$ cat src/rtl/mem_loader_pkg.sv
// mem_loader_pkg: state encoding and byte width; READ/CHECK exist only with MEM_LOADER_READBACK_EN
package mem_loader_pkg;
  localparam int BYTE_W = 8;
  typedef enum logic [2:0] {
    IDLE,
    BYTE_HI,
    BYTE_LO,
    WRITE,
`ifdef MEM_LOADER_READBACK_EN
    READ,
    CHECK,
`endif
    DONE
  } state_e;
endpackage

$ cat src/rtl/mem_loader.sv
// mem_loader: packs a byte stream into 16-bit words written to a 1RW RAM; MEM_LOADER_READBACK_EN adds read-back verification
module mem_loader
  import mem_loader_pkg::*;
#(
  parameter int AW = 15,
  parameter int DW = 16
) (
  input  logic              clk,
  input  logic              rst,
  input  logic              start,
  input  logic [AW:0]       num_words,
  input  logic              in_valid,
  output logic              in_ready,
  input  logic [BYTE_W-1:0] in_data,
  output logic [AW-1:0]     ram_addr,
  output logic              ram_write,
  output logic [DW-1:0]     ram_wdata,
  input  logic [DW-1:0]     ram_rdata,
  output logic              busy,
  output logic              done,
  output logic [AW:0]       word_cnt,
  output logic              error
);
  state_e            state_q, state_d;
  logic [AW:0]       num_q, num_d, cnt_q, cnt_d, cnt_now;
  logic [AW-1:0]     addr_q, addr_d;
  logic [BYTE_W-1:0] hi_q, hi_d, lo_q, lo_d;
  logic              err_q, err_d, last;
  // count including the word being written this cycle, so WRITE and CHECK share one end test
  assign cnt_now = (state_q == WRITE) ? cnt_q + 1'b1 : cnt_q;
  assign last = (cnt_now == num_q);
  assign in_ready = (state_q == BYTE_HI) || (state_q == BYTE_LO);
  assign ram_write = (state_q == WRITE);
  assign ram_wdata = {hi_q, lo_q};
  assign ram_addr = addr_q;
  assign busy = (state_q != IDLE) && (state_q != DONE);
  assign done = (state_q == DONE);
  assign word_cnt = cnt_q;
`ifdef MEM_LOADER_READBACK_EN
  assign error = err_q;
`else
  logic unused_rdata;
  assign unused_rdata = ^ram_rdata;
  assign error = 1'b0;
`endif
  // state and datapath registers
  always_ff @(posedge clk) begin
    if (rst) begin
      state_q <= IDLE;
      num_q <= '0;
      cnt_q <= '0;
      addr_q <= '0;
      hi_q <= '0;
      lo_q <= '0;
      err_q <= 1'b0;
    end else begin
      state_q <= state_d;
      num_q <= num_d;
      cnt_q <= cnt_d;
      addr_q <= addr_d;
      hi_q <= hi_d;
      lo_q <= lo_d;
      err_q <= err_d;
    end
  end
  // next-state: collect two bytes, write, optionally read back, then advance or finish
  always_comb begin
    state_d = state_q;
    num_d = num_q;
    cnt_d = cnt_q;
    addr_d = addr_q;
    hi_d = hi_q;
    lo_d = lo_q;
    err_d = err_q;
    case (state_q)
      IDLE: if (start) begin
        num_d = num_words;
        cnt_d = '0;
        err_d = 1'b0;
        addr_d = '0;
        state_d = (num_words == '0) ? DONE : BYTE_HI;
      end
      BYTE_HI: if (in_valid) begin
        hi_d = in_data;
        state_d = BYTE_LO;
      end
      BYTE_LO: if (in_valid) begin
        lo_d = in_data;
        state_d = WRITE;
      end
`ifdef MEM_LOADER_READBACK_EN
      WRITE: begin
        cnt_d = cnt_now;
        state_d = READ;
      end
      READ: state_d = CHECK;
      CHECK: begin
        err_d = err_q | (ram_rdata != {hi_q, lo_q});
        state_d = last ? DONE : BYTE_HI;
        addr_d = last ? addr_q : addr_q + 1'b1;
      end
`else
      WRITE: begin
        cnt_d = cnt_now;
        state_d = last ? DONE : BYTE_HI;
        addr_d = last ? addr_q : addr_q + 1'b1;
      end
`endif
      DONE: state_d = IDLE;
      default: state_d = IDLE;
    endcase
  end
endmodule

$ cat config.mk
export PLATFORM = sky130hd
export DESIGN_NAME = mem_loader
export DESIGN_NICKNAME = d
export VERILOG_FILES = /design/src/rtl/mem_loader_pkg.sv /design/src/rtl/mem_loader.sv
export SDC_FILE = /design/constraint.sdc
export NUM_CORES = 1
export LEC_CHECK = 0
export BUFFER_PORTS_ARGS = -buffer_cell sky130_fd_sc_hd__clkbuf_2
export CORE_MARGIN = 2
export CORE_UTILIZATION = 50
export CTS_CLUSTER_SIZE = 25
export DETAILED_ROUTE_END_ITERATION = 6
export GPL_TIMING_DRIVEN = 1
export PLACE_DENSITY = 0.81
export SLEW_MARGIN = 40
export SYNTH_ARGS = -nofsm -noshare
export SYNTH_HDL_FRONTEND = slang
export SYNTH_SLANG_ARGS = --single-unit
$ cat constraint.sdc
create_clock -name clk -period 6.46 [get_ports clk]
set_input_delay 0.646 -clock clk [delete_from_list [all_inputs] [get_ports clk]]
set_output_delay 0.646 -clock clk [all_outputs]
set_load 0.01 [all_outputs]
==> results of run 1 <==
## flip-flops by register name, summed over array words and instances (netlist names)
register  flops
num_q        16
ram_addr     15
hi_q          8
state_q       3
word_cnt     16
lo_q          8
## final cells by class
| type | instances | area (um^2) | share of cell area [%] |
|---|---|---|---|
| inverters | 6 | 22.5 | 0.568 |
| repair buffers | 80 | 408 | 10.3 |
| flip-flops and latches | 66 | 1320 | 33.3 |
| clock buffers | 12 | 165 | 4.17 |
| clock inverters | 4 | 32.5 | 0.821 |
| multi-input cells | 300 | 1920 | 48.4 |
| well taps | 77 | 96.3 | 2.43 |
## cell usage in the layout (no fill, tap or decap), types with 3 or more instances in the layout
cell type / netlist / final
sky130_fd_sc_hd__a211oi_1: 6 / 6
sky130_fd_sc_hd__a21oi_1: 36 / 36
sky130_fd_sc_hd__a31oi_1: 3 / 3
sky130_fd_sc_hd__and2_1: 3 / 3
sky130_fd_sc_hd__and3_1: 4 / 4
sky130_fd_sc_hd__clkbuf_2: 0 / 77
sky130_fd_sc_hd__clkbuf_8: 0 / 12
sky130_fd_sc_hd__dfxtp_1: 66 / 66
sky130_fd_sc_hd__ha_1: 3 / 3
sky130_fd_sc_hd__inv_1: 6 / 6
sky130_fd_sc_hd__mux2i_1: 18 / 18
sky130_fd_sc_hd__nand2_1: 46 / 46
sky130_fd_sc_hd__nand2b_1: 3 / 3
sky130_fd_sc_hd__nand3_1: 13 / 13
sky130_fd_sc_hd__nand3b_1: 3 / 3
sky130_fd_sc_hd__nand4_1: 5 / 5
sky130_fd_sc_hd__nor2_1: 43 / 43
sky130_fd_sc_hd__nor2b_1: 6 / 6
sky130_fd_sc_hd__nor3_1: 3 / 3
sky130_fd_sc_hd__nor4_1: 5 / 5
sky130_fd_sc_hd__o2111ai_1: 4 / 4
sky130_fd_sc_hd__o211ai_1: 6 / 6
sky130_fd_sc_hd__o21ai_0: 13 / 13
sky130_fd_sc_hd__o31ai_1: 4 / 4
sky130_fd_sc_hd__or2_2: 3 / 3
sky130_fd_sc_hd__or3_1: 7 / 7
sky130_fd_sc_hd__or4_1: 5 / 5
sky130_fd_sc_hd__xnor2_1: 18 / 18
sky130_fd_sc_hd__xor2_1: 12 / 12
## stage by stage
step / cell area (um^2) / utilization, % / power [mW] / hold slack, ps
after floorplan: 3340 / - / 0.559 / 445
after global placement: 3750 / 58.4 / 0.598 / 458
after detailed placement: 3760 / 58.5 / 0.604 / 463
after CTS: 3960 / 61.6 / 0.939 / 473
after global routing: 3960 / 61.7 / 0.975 / 495
final: 3960 / 61.7 / 0.933 / 470
## routing by layer
layer | vias to the layer above | part of all wire, % | global-route usage (%)
met5 | - | 0 | 0
met4 | 0 | 1.4 | 6.64
met3 | 13 | 7.6 | 7.89
met2 | 105 | 49 | 38.5
met1 | 1410 | 42 | 28.8
li1 | 1541 | - | -
## worst max path at each step
stage / startpoint / depth (start not counted) / end / slack [ps]
2_1_floorplan: state_q[1]$_SDFFE_PP0P_ / 12 / ram_addr[10]$_SDFFE_PP0P_ / 3510
3_5_place_dp: state_q[0]$_SDFFE_PP0P_ / 8 / ram_addr[10]$_SDFFE_PP0P_ / 3020
5_1_grt: state_q[0]$_SDFFE_PP0P_ / 8 / ram_addr[3]$_SDFFE_PP0P_ / 2730
3_3_place_gp: state_q[0]$_SDFFE_PP0P_ / 8 / ram_addr[10]$_SDFFE_PP0P_ / 3080
6_report: state_q[0]$_SDFFE_PP0P_ / 8 / ram_addr[3]$_SDFFE_PP0P_ / 2970
4_1_cts: state_q[0]$_SDFFE_PP0P_ / 8 / ram_addr[3]$_SDFFE_PP0P_ / 3000
## worst max-delay path: stages (launching register included)
cell	delay [ps]
sky130_fd_sc_hd__dfxtp_1	600
sky130_fd_sc_hd__nand3b_4	270
sky130_fd_sc_hd__or4_1	640
sky130_fd_sc_hd__xnor2_1	170
sky130_fd_sc_hd__a2111oi_1	710
sky130_fd_sc_hd__nand4_2	360
sky130_fd_sc_hd__o21ai_2	370
sky130_fd_sc_hd__or3_1	170
sky130_fd_sc_hd__a21oi_1	60
## power by group through the flow
stage                     Combinational, mW  Sequential [mW]  Clock, mW
after floorplan                       0.114            0.446          0
after global placement                0.147            0.451          0
after detailed placement              0.152            0.451          0
after CTS                             0.153            0.442      0.343
after global routing                  0.173            0.445      0.357
final                                 0.154            0.442      0.336
## logic make-up (layout without fill, tap and decap cells)
kind of cell               after synthesis  in the layout  synth area share, %
AOI/OAI and AO/OA                       85             85                 16.2
xor gates and xnor gates                30             30                 7.87
adders and majority gates                3              3                 1.12
buffers and inverters                   28            102                 3.60
DFF                                     66             66                 39.6
muxes                                   18             18                 5.39
other                                    1              1                0.112
and+or+nand+nor                        163            163                 26.1
==> reports/results.txt, run 1 <==
Cell count after synthesis = 394
Timing-limited maximum frequency = 287 MHz
Total DRC errors in the routed layout = 0
Part of the power in combinational logic = 16.5%
Die Outline Area = 7350 um^2
Antenna violation net count after detailed routing = 0
Transition time of the tightest slew-check pin = 750 ps
Final setup slack of the worst path = 2970 ps
Number of buffers inserted by port buffering = 78
Number of synthesized register bits = 66
Worst Path Required = 6670 ps
Maximum fanout encountered on the critical timing path = 17
Number of diodes = 0
Average via count per standard cell = 5.63
Clock root cell = sky130_fd_sc_hd__clkbuf_8
Post-CTS setup-driven buffer insertion count = 0
Portion of total power attributed to the clock network = 36.0%
Number of nets in the finished design = 510
Area growth from synthesis to final layout = 18.6%
Core area = 6420 um^2
Data arrival time of the worst path = 3700 ps
Placement-stage worst setup slack = 3020 ps
Max Cap Violations = 0
Overall routed net length = 8140 um
Setup-failing EPs final = 0
Post-synthesis cell type count = 56
Average instance area after synthesis = 8.48 um^2
Largest area contributor in the synthesized netlist = sky130_fd_sc_hd__dfxtp_1
Number of vias in the routed layout = 3,069
Synth top area share = 39.6%
Most common cell in the netlist = sky130_fd_sc_hd__dfxtp_1
Power density of the placed cells = 235 nW/um^2
Horizontal die dimension = 85.7 um
Std cell rows = 29
Cell internal power dissipation = 0.655 mW
Post-synthesis sequential area ratio = 39.6%
Detailed-router iteration count before antenna repair = 6
Number of cells upsized or downsized after cts = 0
Net Count, Synth = 441
Die extent in y = 85.7 um
Effective utilization at floorplan = 52.0%
Period utilisation layout = 54.0%
Max H-tree Level = 3
Nature of the critical path startpoint = flop
Worst VDD drop = 0.203 mV
Number of cells in the finished layout apart from fillers = 545
Total half-perimeter wirelength after legalization and detailed placement = 5800 um
Initial antenna violation count = 0
Number of hold-repair buffers added at the cts stage = 0
Number of instances on the worst hold path = 2
Number of cells in the design after placement = 528
Count of endpoints failing hold in the final timing report = 0
Relative slew slack = 49.9%
Setup repair after global routing missed its margin = no
Number of sinks handled by clock tree synthesis = 66
Outcome = finished, final reports clean
Net switching component of the power = 0.278 mW
Total Routing Usage GR = 23.2%
Min cycle time layout = 3490 ps
Final worst clock skew = 14.6 ps
Skew-Pair Late Insertion Delay = 350 ps
Cell depth of the worst flop-to-flop path = 8
Post-synthesis async set-or-reset flop share = 0%
Pleak = 1.55 nW
Wire length of the first global-routing pass = 13,600 um
Setup TNS = 0 ps
Share of total power in sequential cells = 47.4%
Number of buffers on the longest clock path = 2
Critical path class = flop to flop
Netlist Area Pre-Place = 3340 um^2
Number of global-route vias before repair = 2,908
Number of top-level design ports = 96
Most area-consuming cells after synthesis = sky130_fd_sc_hd__dfxtp_1, sky130_fd_sc_hd__a21oi_1, sky130_fd_sc_hd__mux2i_1
Number of pins exceeding their max-slew limit in the final report = 0
Switching part of the total = 29.8%
Startpoint of the worst register-to-register path = state_q[0]$_SDFFE_PP0P_
Number of enable-type register cells in the synthesized netlist = 0
Critical path endpoint category = flop
Leading post-synthesis cells by instance count = sky130_fd_sc_hd__dfxtp_1, sky130_fd_sc_hd__nand2_1, sky130_fd_sc_hd__nor2_1
Prevailing post-synth register cell = sky130_fd_sc_hd__dfxtp_1
TritonCTS clock tree = built
Hold Path Origin = num_q[2]$_SDFFE_PP0P_
# fillers = 570
YS warnings = 0
Clock-pin slew on the worst setup and hold paths = 70 ps
Num CTS Buffers = 9
Remaining global-route overflow = 0
Number of DRC markers after the initial detailed-route iteration = 220
Layout cells sized above 1 = 23.7%
Path type of the worst min-delay path = flop to flop
Worst-case register-to-register setup slack = 2970 ps
Average detailed-routed wire length per instance = 14.9 um
End point of the worst hold path = num_q[2]$_SDFFE_PP0P_
Critical register-to-register path endpoint = ram_addr[3]$_SDFFE_PP0P_
Pin count of the biggest net entering global routing = 53
Placer Congestion = 0.900
No activity file was read; power rests on OpenSTA's default activity.
==> run 2: changes to the inputs <==
- ABC_AREA: default -> 1
- CORE_UTILIZATION: 50 -> 48
- clock period: 6.46 -> 3.2 ns (I/O delays scaled with it)
==> run 2 against run 1 <==
  * Synthesized area increased by 8.6%
  * Critical path depth rose by 7
  * Clock-buffer cell count shrank 3
  * Core utilization down 3.1 points
  * Die area up 12%
  * Setup slack worse by 2500 ps
  * Sequential cell count unchanged
  * Synthesized cell count rose by 42%
  * Sequential share of layout area is 2.4 points lower
  * Hold slack got worse by 260 ps
  * Non-clock buffer count increased by 3
  * Power rose to 2.6 times the previous value
  * Critical path type unchanged
  * Critical endpoint unchanged
  * Highest routed layer unchanged
==> reports/results.txt, run 2 <==
Max H-tree Level = 3 (unchanged)
Area after DPL = 4070 um^2 (was 3760 um^2)
Number of cells upsized or downsized after cts = 0 (unchanged)
Critical path class = flop to flop (unchanged)
YS warnings = 0 (unchanged)
Number of buffers on the longest clock path = 2 (unchanged)
Number of enable-type register cells in the synthesized netlist = 0 (unchanged)
Number of sinks handled by clock tree synthesis = 66 (unchanged)
Layout cells sized above 1 = 18.6% (was 23.7%)
Number of synthesized register bits = 66 (unchanged)
Maximum fanout encountered on the critical timing path = 17 (unchanged)
Remaining global-route overflow = 0 (unchanged)
Final worst clock skew = 7.05 ps (was 14.6 ps)
Period utilisation layout = 86.3% (was 54.0%)
Post-synthesis sequential area ratio = 36.4% (was 39.6%)
Global-route track usage on met3 = 4.90% (was 7.89%)
Fraction of synthesized area in multiplexers = 0% (was 5.39%)
Num CTS Buffers = 9 (unchanged)
Power Total = 2.42 mW (was 0.933 mW)
Net Count, Synth = 607 (was 441)
Data arrival time of the worst path = 2990 ps (was 3700 ps)
Wire length of the first global-routing pass = 15,900 um (was 13,600 um)
Average instance area after synthesis = 6.48 um^2 (was 8.48 um^2)
Number of cells in the design after placement = 722 (was 528)
Synth top area share = 36.4% (was 39.6%)
Post-synthesis cell type count = 35 (was 56)
Count of endpoints failing hold in the final timing report = 0 (unchanged)
Clock root cell = sky130_fd_sc_hd__clkbuf_8 (unchanged)
Cell count after synthesis = 560 (was 394)
Path type of the worst min-delay path = input pin to flop (was flop to flop)
Die Outline Area = 8270 um^2 (was 7350 um^2)
Pleak = 1.81 nW (was 1.55 nW)
Number of pins exceeding their max-slew limit in the final report = 0 (unchanged)
Placement-stage worst setup slack = 540 ps (was 3020 ps)
Min cycle time layout = 2760 ps (was 3490 ps)
Global route hottest layer = met2 (unchanged)
Worst Path Required = 3420 ps (was 6670 ps)
Number of nets in the finished design = 681 (was 510)
Detailed-router iteration count before antenna repair = 5 (was 6)
Initial antenna violation count = 0 (unchanged)
Met1 global-route usage = 28.7% (was 28.8%)
Effective utilization at floorplan = 49.7% (was 52.0%)
Power density of the placed cells = 568 nW/um^2 (was 235 nW/um^2)
Average via count per standard cell = 5.24 (was 5.63)
Number of vias in the routed layout = 3,868 (was 3,069)
Area share of fa/ha/maj cells after synthesis = 1.03% (was 1.12%)
Total DRC errors in the routed layout = 0 (unchanged)
Pin count of the biggest net entering global routing = 38 (was 53)
Final setup slack of the worst path = 437 ps (was 2970 ps)
Setup-failing EPs final = 0 (unchanged)
Clock-pin slew on the worst setup and hold paths = 80 ps (was 70 ps)
Number of global-route vias before repair = 3,599 (was 2,908)
Layout Cell Area excl Fill = 4270 um^2 (was 3960 um^2)
Timing-limited maximum frequency = 362 MHz (was 287 MHz)
Most area-consuming cells after synthesis = sky130_fd_sc_hd__dfxtp_1, sky130_fd_sc_hd__nand2_1, sky130_fd_sc_hd__nand3_1 (was sky130_fd_sc_hd__dfxtp_1, sky130_fd_sc_hd__a21oi_1, sky130_fd_sc_hd__mux2i_1)
Number of diodes = 0 (unchanged)
Transition time of the tightest slew-check pin = 775 ps (was 750 ps)
Antenna violation net count after detailed routing = 0 (unchanged)
Relative slew slack = 48.3% (was 49.9%)
Most common cell in the netlist = sky130_fd_sc_hd__nand2_1 (was sky130_fd_sc_hd__dfxtp_1)
TritonCTS clock tree = built (unchanged)
Overall routed net length = 9460 um (was 8140 um)
Core area = 7290 um^2 (was 6420 um^2)
Horizontal die dimension = 90.9 um (was 85.7 um)
Met2 Track Usage GR = 39.6% (was 38.5%)
Combinational family with the most area after synthesis = simple AND/OR/NAND/NOR gates (unchanged)
Die extent in y = 90.9 um (was 85.7 um)
Total Routing Usage GR = 23.2% (about the same)
Max Cap Violations = 0 (unchanged)
Leading cell type in the layout, fill and taps excluded = sky130_fd_sc_hd__nand2_1 (was sky130_fd_sc_hd__clkbuf_2)
Post-CTS setup-driven buffer insertion count = 0 (unchanged)
Worst VDD drop = 0.366 mV (was 0.203 mV)
Max stage delay cell, worst path = sky130_fd_sc_hd__nor2_2 (was sky130_fd_sc_hd__a2111oi_1)
Number of buffers inserted by port buffering = 78 (unchanged)
Area growth from synthesis to final layout = 17.8% (was 18.6%)
Number of DRC markers after the initial detailed-route iteration = 202 (was 220)
Largest area contributor in the synthesized netlist = sky130_fd_sc_hd__dfxtp_1 (unchanged)
Area fraction in and, or, nand and nor cells after synthesis = 38.3% (was 26.1%)
Post-synthesis async set-or-reset flop share = 0% (unchanged)
Setup TNS = 0 ps (unchanged)
Outcome = finished, final reports clean (unchanged)
Placer Congestion = 0.914 (was 0.900)
Number of top-level design ports = 96 (unchanged)
Critical path endpoint category = flop (unchanged)
Setup repair after global routing missed its margin = no (unchanged)
Number of hold-repair buffers added at the cts stage = 0 (unchanged)
Std cell rows = 31 (was 29)
Critical Path, Cell by Cell = nand2_1, nor2_2, nand3_2, clkinv_1, nand3_1, nand2_1, nand2_1, nand2_1, nand2_1, nor2_1, nand3_2, nand2_4, nand2_4, nand2_1, a21oi_1 (was nand3b_4, or4_1, xnor2_1, a2111oi_1, nand4_2, o21ai_2, or3_1, a21oi_1)
Skew-Pair Late Insertion Delay = 350 ps (about the same)
Average detailed-routed wire length per instance = 12.8 um (was 14.9 um)
Post-synthesis share of cell area spent on xor and xnor gates = 3.38% (was 7.87%)
Cell seen most often among critical-path stages = sky130_fd_sc_hd__nand2_1
Gate family responsible for the most delay along the worst path = simple AND/OR/NAND/NOR gates (unchanged)
Total half-perimeter wirelength after legalization and detailed placement = 6730 um (was 5800 um)
Nature of the critical path startpoint = flop (unchanged)
Number of buffers and inverters on the critical path = 1 (was 0)
Netlist Area Pre-Place = 3630 um^2 (was 3340 um^2)
Highest-count cells in the layout ignoring fill and taps = sky130_fd_sc_hd__nand2_1, sky130_fd_sc_hd__clkbuf_2, sky130_fd_sc_hd__nand3_1 (was sky130_fd_sc_hd__clkbuf_2, sky130_fd_sc_hd__dfxtp_1, sky130_fd_sc_hd__nand2_1)
Delay of the slowest cell on the worst path = 480 ps (was 710 ps)
Prevailing post-synth register cell = sky130_fd_sc_hd__dfxtp_1 (unchanged)
Synth Area in Compound Gates = 11.7% (was 16.2%)
Number of cells in the finished layout apart from fillers = 738 (was 545)
Leading post-synthesis cells by instance count = sky130_fd_sc_hd__nand2_1, sky130_fd_sc_hd__nand3_1, sky130_fd_sc_hd__nor2_1 (was sky130_fd_sc_hd__dfxtp_1, sky130_fd_sc_hd__nand2_1, sky130_fd_sc_hd__nor2_1)
-- run 2: cell types whose count changed after synthesis, moves of 6 or more --
cell,change
sky130_fd_sc_hd__xnor2_1,-16
sky130_fd_sc_hd__mux2i_1,-18
sky130_fd_sc_hd__nor2_2,+6
sky130_fd_sc_hd__nand3_1,+58
sky130_fd_sc_hd__nand2_1,+94
sky130_fd_sc_hd__nor2b_1,-6
sky130_fd_sc_hd__inv_1,+51
sky130_fd_sc_hd__or3_1,-7
sky130_fd_sc_hd__o21ai_0,+13
sky130_fd_sc_hd__a21oi_1,+16
sky130_fd_sc_hd__nor2_1,+24
sky130_fd_sc_hd__o211ai_1,-6
-- run 2: metrics by stage --
stage	utilization, %	hold slack, ps
3_5_place_dp	55.8	453
4_1_cts	58.6	210
3_3_place_gp	55.8	451
5_1_grt	58.6	225
6_report	58.6	213
2_1_floorplan	-	444
-- run 2: metal layers --
metal	share of wire (%)	wire length, um	vias up
li1	-	-	1972
met1	45	4270	1758
met2	47	4470	122
met3	5.9	561	16
met4	1.7	162	0
met5	0	0	-
-- run 2: layout make-up --
type	instances	area (um^2)
Fill cell	731	3020
Multi-Input combinational cell	415	1980
Sequential cell	66	1320
Tap cell	99	124
Inverter	59	221
Timing Repair Buffer	83	428
Clock buffer	9	124
Clock inverter	7	77.6
-- run 2: cell families after synthesis --
kind of cell             after synthesis
AND/OR/NAND/NOR                      314
AO/OA/AOI/OAI                         83
buffers and inverters                 79
flip-flops                            66
XOR/XNOR                              14
adder cells (fa/ha/maj)                3
other                                  1
-- run 2: path summary, 6_finish.rpt --
check	from	to	slack, ps	cells after the start
max	state_q[0]$_SDFFE_PP0P_	ram_addr[3]$_SDFFE_PP0P_	440	15
min	in_data[1]	lo_q[1]$_SDFFE_PP0P_	210	3
max reg2reg	state_q[0]$_SDFFE_PP0P_	ram_addr[3]$_SDFFE_PP0P_	440	15
min reg2reg	hi_q[6]$_SDFFE_PP0P_	hi_q[6]$_SDFFE_PP0P_	470	2
-- run 2: power breakdown --
part | internal, mW | switching (mW)
sequential | 0.923 | 0.0724
clock | 0.366 | 0.359
combinational | 0.229 | 0.476
total | 1.52 | 0.907
-- run 2: worst register-to-register path: cells and delay by family, from the launching register on --
kind	cells	cell delay, ps
AO/OA/AOI/OAI	1	60
AND/OR/NAND/NOR	13	2030
buffers and inverters	1	110
flip-flops	1	440
==> run 3: changes to the inputs <==
--- a/constraint.sdc
+++ b/constraint.sdc
@@ -3,2 +3,2 @@
 set_output_delay 0.32 -clock clk [all_outputs]
-set_load 0.01 [all_outputs]
+set_load 0.1 [all_outputs]
==> run 3 against run 2 <==
  * Power rose by 22%
  * Largest power group is now combinational cells
  * Combinational power rose by 53%
  * Clock power rose by 21%
  * Critical path type unchanged
  * Die area did not move
  * Sequential power barely moved
  * Final area rose by 1.1%
  * Global-route usage fell by 0.25 points
  * Sequential cell count did not move
  * First-iteration DRC count rose by 34%
  * Critical path depth fell by 5
==> reports/results.txt, run 3 (synthesis results as in run 2) <==
Maximum fanout encountered on the critical timing path = 26 (was 17)
Number of vias in the routed layout = 3,856 (was 3,868)
Layout cells sized above 1 = 18.6% (unchanged)
Outcome = finished, final reports clean (unchanged)
Number of pins exceeding their max-slew limit in the final report = 0 (unchanged)
Critical path endpoint category = flop (unchanged)
Area growth from synthesis to final layout = 19.1% (was 17.8%)
Count of endpoints failing hold in the final timing report = 0 (unchanged)
Setup-failing EPs final = 0 (unchanged)
Detail Route met2 WL = 4460 um (was 4470 um)
Switching part of the total = 43.2% (was 37.4%)
Number of global-route vias before repair = 3,529 (was 3,599)
Cell internal power dissipation = 1.67 mW (was 1.52 mW)
Number of buffers inserted by port buffering = 78 (unchanged)
Number of DRC markers after the initial detailed-route iteration = 270 (was 202)
Final core utilization = 59.2% (was 58.6%)
Path type of the worst min-delay path = input pin to flop (unchanged)
Average detailed-routed wire length per instance = 12.7 um (was 12.8 um)
Nature of the critical path startpoint = flop (unchanged)
Number of top-level design ports = 96 (unchanged)
Data arrival time of the worst path = 2910 ps (was 2990 ps)
Clock root cell = sky130_fd_sc_hd__clkbuf_8 (unchanged)
Number of instances on the worst hold path = 3 (unchanged)
Detailed-router iteration count before antenna repair = 5 (unchanged)
Pin count of the biggest net entering global routing = 38 (unchanged)
Portion of total power attributed to the clock network = 29.7% (was 29.9%)
Highest-count cells in the layout ignoring fill and taps = sky130_fd_sc_hd__nand2_1, sky130_fd_sc_hd__clkbuf_2, sky130_fd_sc_hd__nand3_1 (unchanged)
Effective utilization at floorplan = 49.7% (unchanged)
Power density of the placed cells = 683 nW/um^2 (was 568 nW/um^2)
Number of cells upsized or downsized after cts = 0 (unchanged)
Die Outline Area = 8270 um^2 (unchanged)
Max H-tree Level = 3 (unchanged)
Pleak = 1.82 nW (was 1.81 nW)
Remaining global-route overflow = 0 (unchanged)
Average via count per standard cell = 5.22 (was 5.24)
Worst VDD drop = 0.521 mV (was 0.366 mV)
Detailed route wirelength on metal3 = 646 um (was 561 um)
Share of total power in sequential cells = 33.6% (was 41.0%)
Cell depth of the worst flop-to-flop path = 10 (was 15)
Met1 wire length = 4130 um (was 4270 um)
Final setup slack of the worst path = 500 ps (was 437 ps)
Min cycle time layout = 2700 ps (was 2760 ps)
Number of diodes = 0 (unchanged)
Number of sinks handled by clock tree synthesis = 66 (unchanged)
Final worst clock skew = 9.99 ps (was 7.05 ps)
Die extent in y = 90.9 um (unchanged)
Total Routing Usage GR = 22.9% (was 23.2%)
Setup TNS = 0 ps (unchanged)
Overall routed net length = 9380 um (was 9460 um)
Critical path class = flop to flop (unchanged)
Number of buffers on the longest clock path = 2 (unchanged)
Number of nets in the finished design = 681 (unchanged)
Max stage delay cell, worst path = sky130_fd_sc_hd__clkinv_1 (was sky130_fd_sc_hd__nor2_2)
# fillers = 747 (was 731)
Horizontal die dimension = 90.9 um (unchanged)
Setup repair after global routing missed its margin = no (unchanged)
Std cell rows = 31 (unchanged)
Leading cell type in the layout, fill and taps excluded = sky130_fd_sc_hd__nand2_1 (unchanged)
Critical Path, Cell by Cell = nor2_1, inv_1, nor2_1, inv_1, nor2_1, clkinv_1, nand2_1, inv_1, o21ai_0, a21oi_1 (was nand2_1, nor2_2, nand3_2, clkinv_1, nand3_1, nand2_1, nand2_1, nand2_1, nand2_1, nor2_1, nand3_2, nand2_4, nand2_4, nand2_1, a21oi_1)
Number of cells on the critical path = 10 (was 15)
TritonCTS clock tree = built (unchanged)
Post-CTS setup-driven buffer insertion count = 0 (unchanged)
Skew-Pair Late Insertion Delay = 340 ps (was 350 ps)
Transition time of the tightest slew-check pin = 776 ps (was 775 ps)
Delay of the slowest cell on the worst path = 680 ps (was 480 ps)
Core area = 7290 um^2 (unchanged)
Num CTS Buffers = 9 (unchanged)
Total DRC errors in the routed layout = 0 (unchanged)
Relative slew slack = 47.9% (was 48.3%)
Number of buffers and inverters on the critical path = 4 (was 1)
Total half-perimeter wirelength after legalization and detailed placement = 6700 um (was 6730 um)
Placement-stage worst setup slack = 632 ps (was 540 ps)
Number of hold-repair buffers added at the cts stage = 0 (unchanged)
Clock-pin slew on the worst setup and hold paths = 80 ps (about the same)
Worst Path Required = 3410 ps (was 3420 ps)
Timing-limited maximum frequency = 370 MHz (was 362 MHz)
Placer Congestion = 0.897 (was 0.914)
Max Cap Violations = 0 (unchanged)
Highest metal used = met4 (unchanged)
Gate family responsible for the most delay along the worst path = buffers and inverters (was simple AND/OR/NAND/NOR gates)
Net switching component of the power = 1.27 mW (was 0.907 mW)
Min Hold Slack = 209 ps (was 213 ps)
Initial antenna violation count = 0 (unchanged)
Part of the power in combinational logic = 36.6% (was 29.0%)
Period utilisation layout = 84.4% (was 86.3%)
Wire length of the first global-routing pass = 15,800 um (was 15,900 um)
Antenna violation net count after detailed routing = 0 (unchanged)
-- run 3: power groups by stage --
stage / clock (mW) / combinational (mW) / sequential (mW)
finish: 0.876 / 1.08 / 0.992
global route: 0.915 / 1.17 / 1.01
CTS: 0.877 / 1.08 / 0.992
detailed placement: 0 / 1.07 / 1.01
global placement: 0 / 1.06 / 1.00
floorplan: 0 / 0.640 / 1.26
-- run 3: worst paths after layout --
path / startpoint / to / slack (ps)
setup / recovery: state_q[1]$_SDFFE_PP0P_ / word_cnt[0]$_SDFFE_PP0P_ / 500
hold / removal: in_data[7] / lo_q[7]$_SDFFE_PP0P_ / 210
setup reg to reg: state_q[1]$_SDFFE_PP0P_ / word_cnt[0]$_SDFFE_PP0P_ / 500
hold reg to reg: hi_q[5]$_SDFFE_PP0P_ / hi_q[5]$_SDFFE_PP0P_ / 470
-- run 3: layer usage --
metal	vias up	GRT usage, %
li1	1958	-
met1	1760	29.4
met2	127	39.3
met3	11	3.90
met4	0	7.20
met5	-	0
-- run 3: worst min-delay path, delay by kind of cell --
family,cells,cell delay (ps)
buffers and inverters,1,90
and+or+nand+nor,2,120
-- run 3: metrics by stage --
step / total power, mW / std cells / area, um^2
after floorplan: 1.90 / 560 / 3630
after global placement: 2.07 / 722 / 4070
after detailed placement: 2.08 / 722 / 4070
after CTS: 2.94 / 738 / 4320
after global routing: 3.09 / 738 / 4320
final: 2.95 / 738 / 4320
-- run 3: final cells by class --
cell class | instances | area (um^2) | share of cell area (%)
Sequential cell | 66 | 1320 | 30.6
Inverter | 59 | 221 | 5.13
Clock buffer | 9 | 124 | 2.87
Tap cell | 99 | 124 | 2.87
Timing Repair Buffer | 83 | 428 | 9.91
Multi-Input combinational cell | 415 | 1980 | 45.7
Clock inverter | 7 | 125 | 2.90
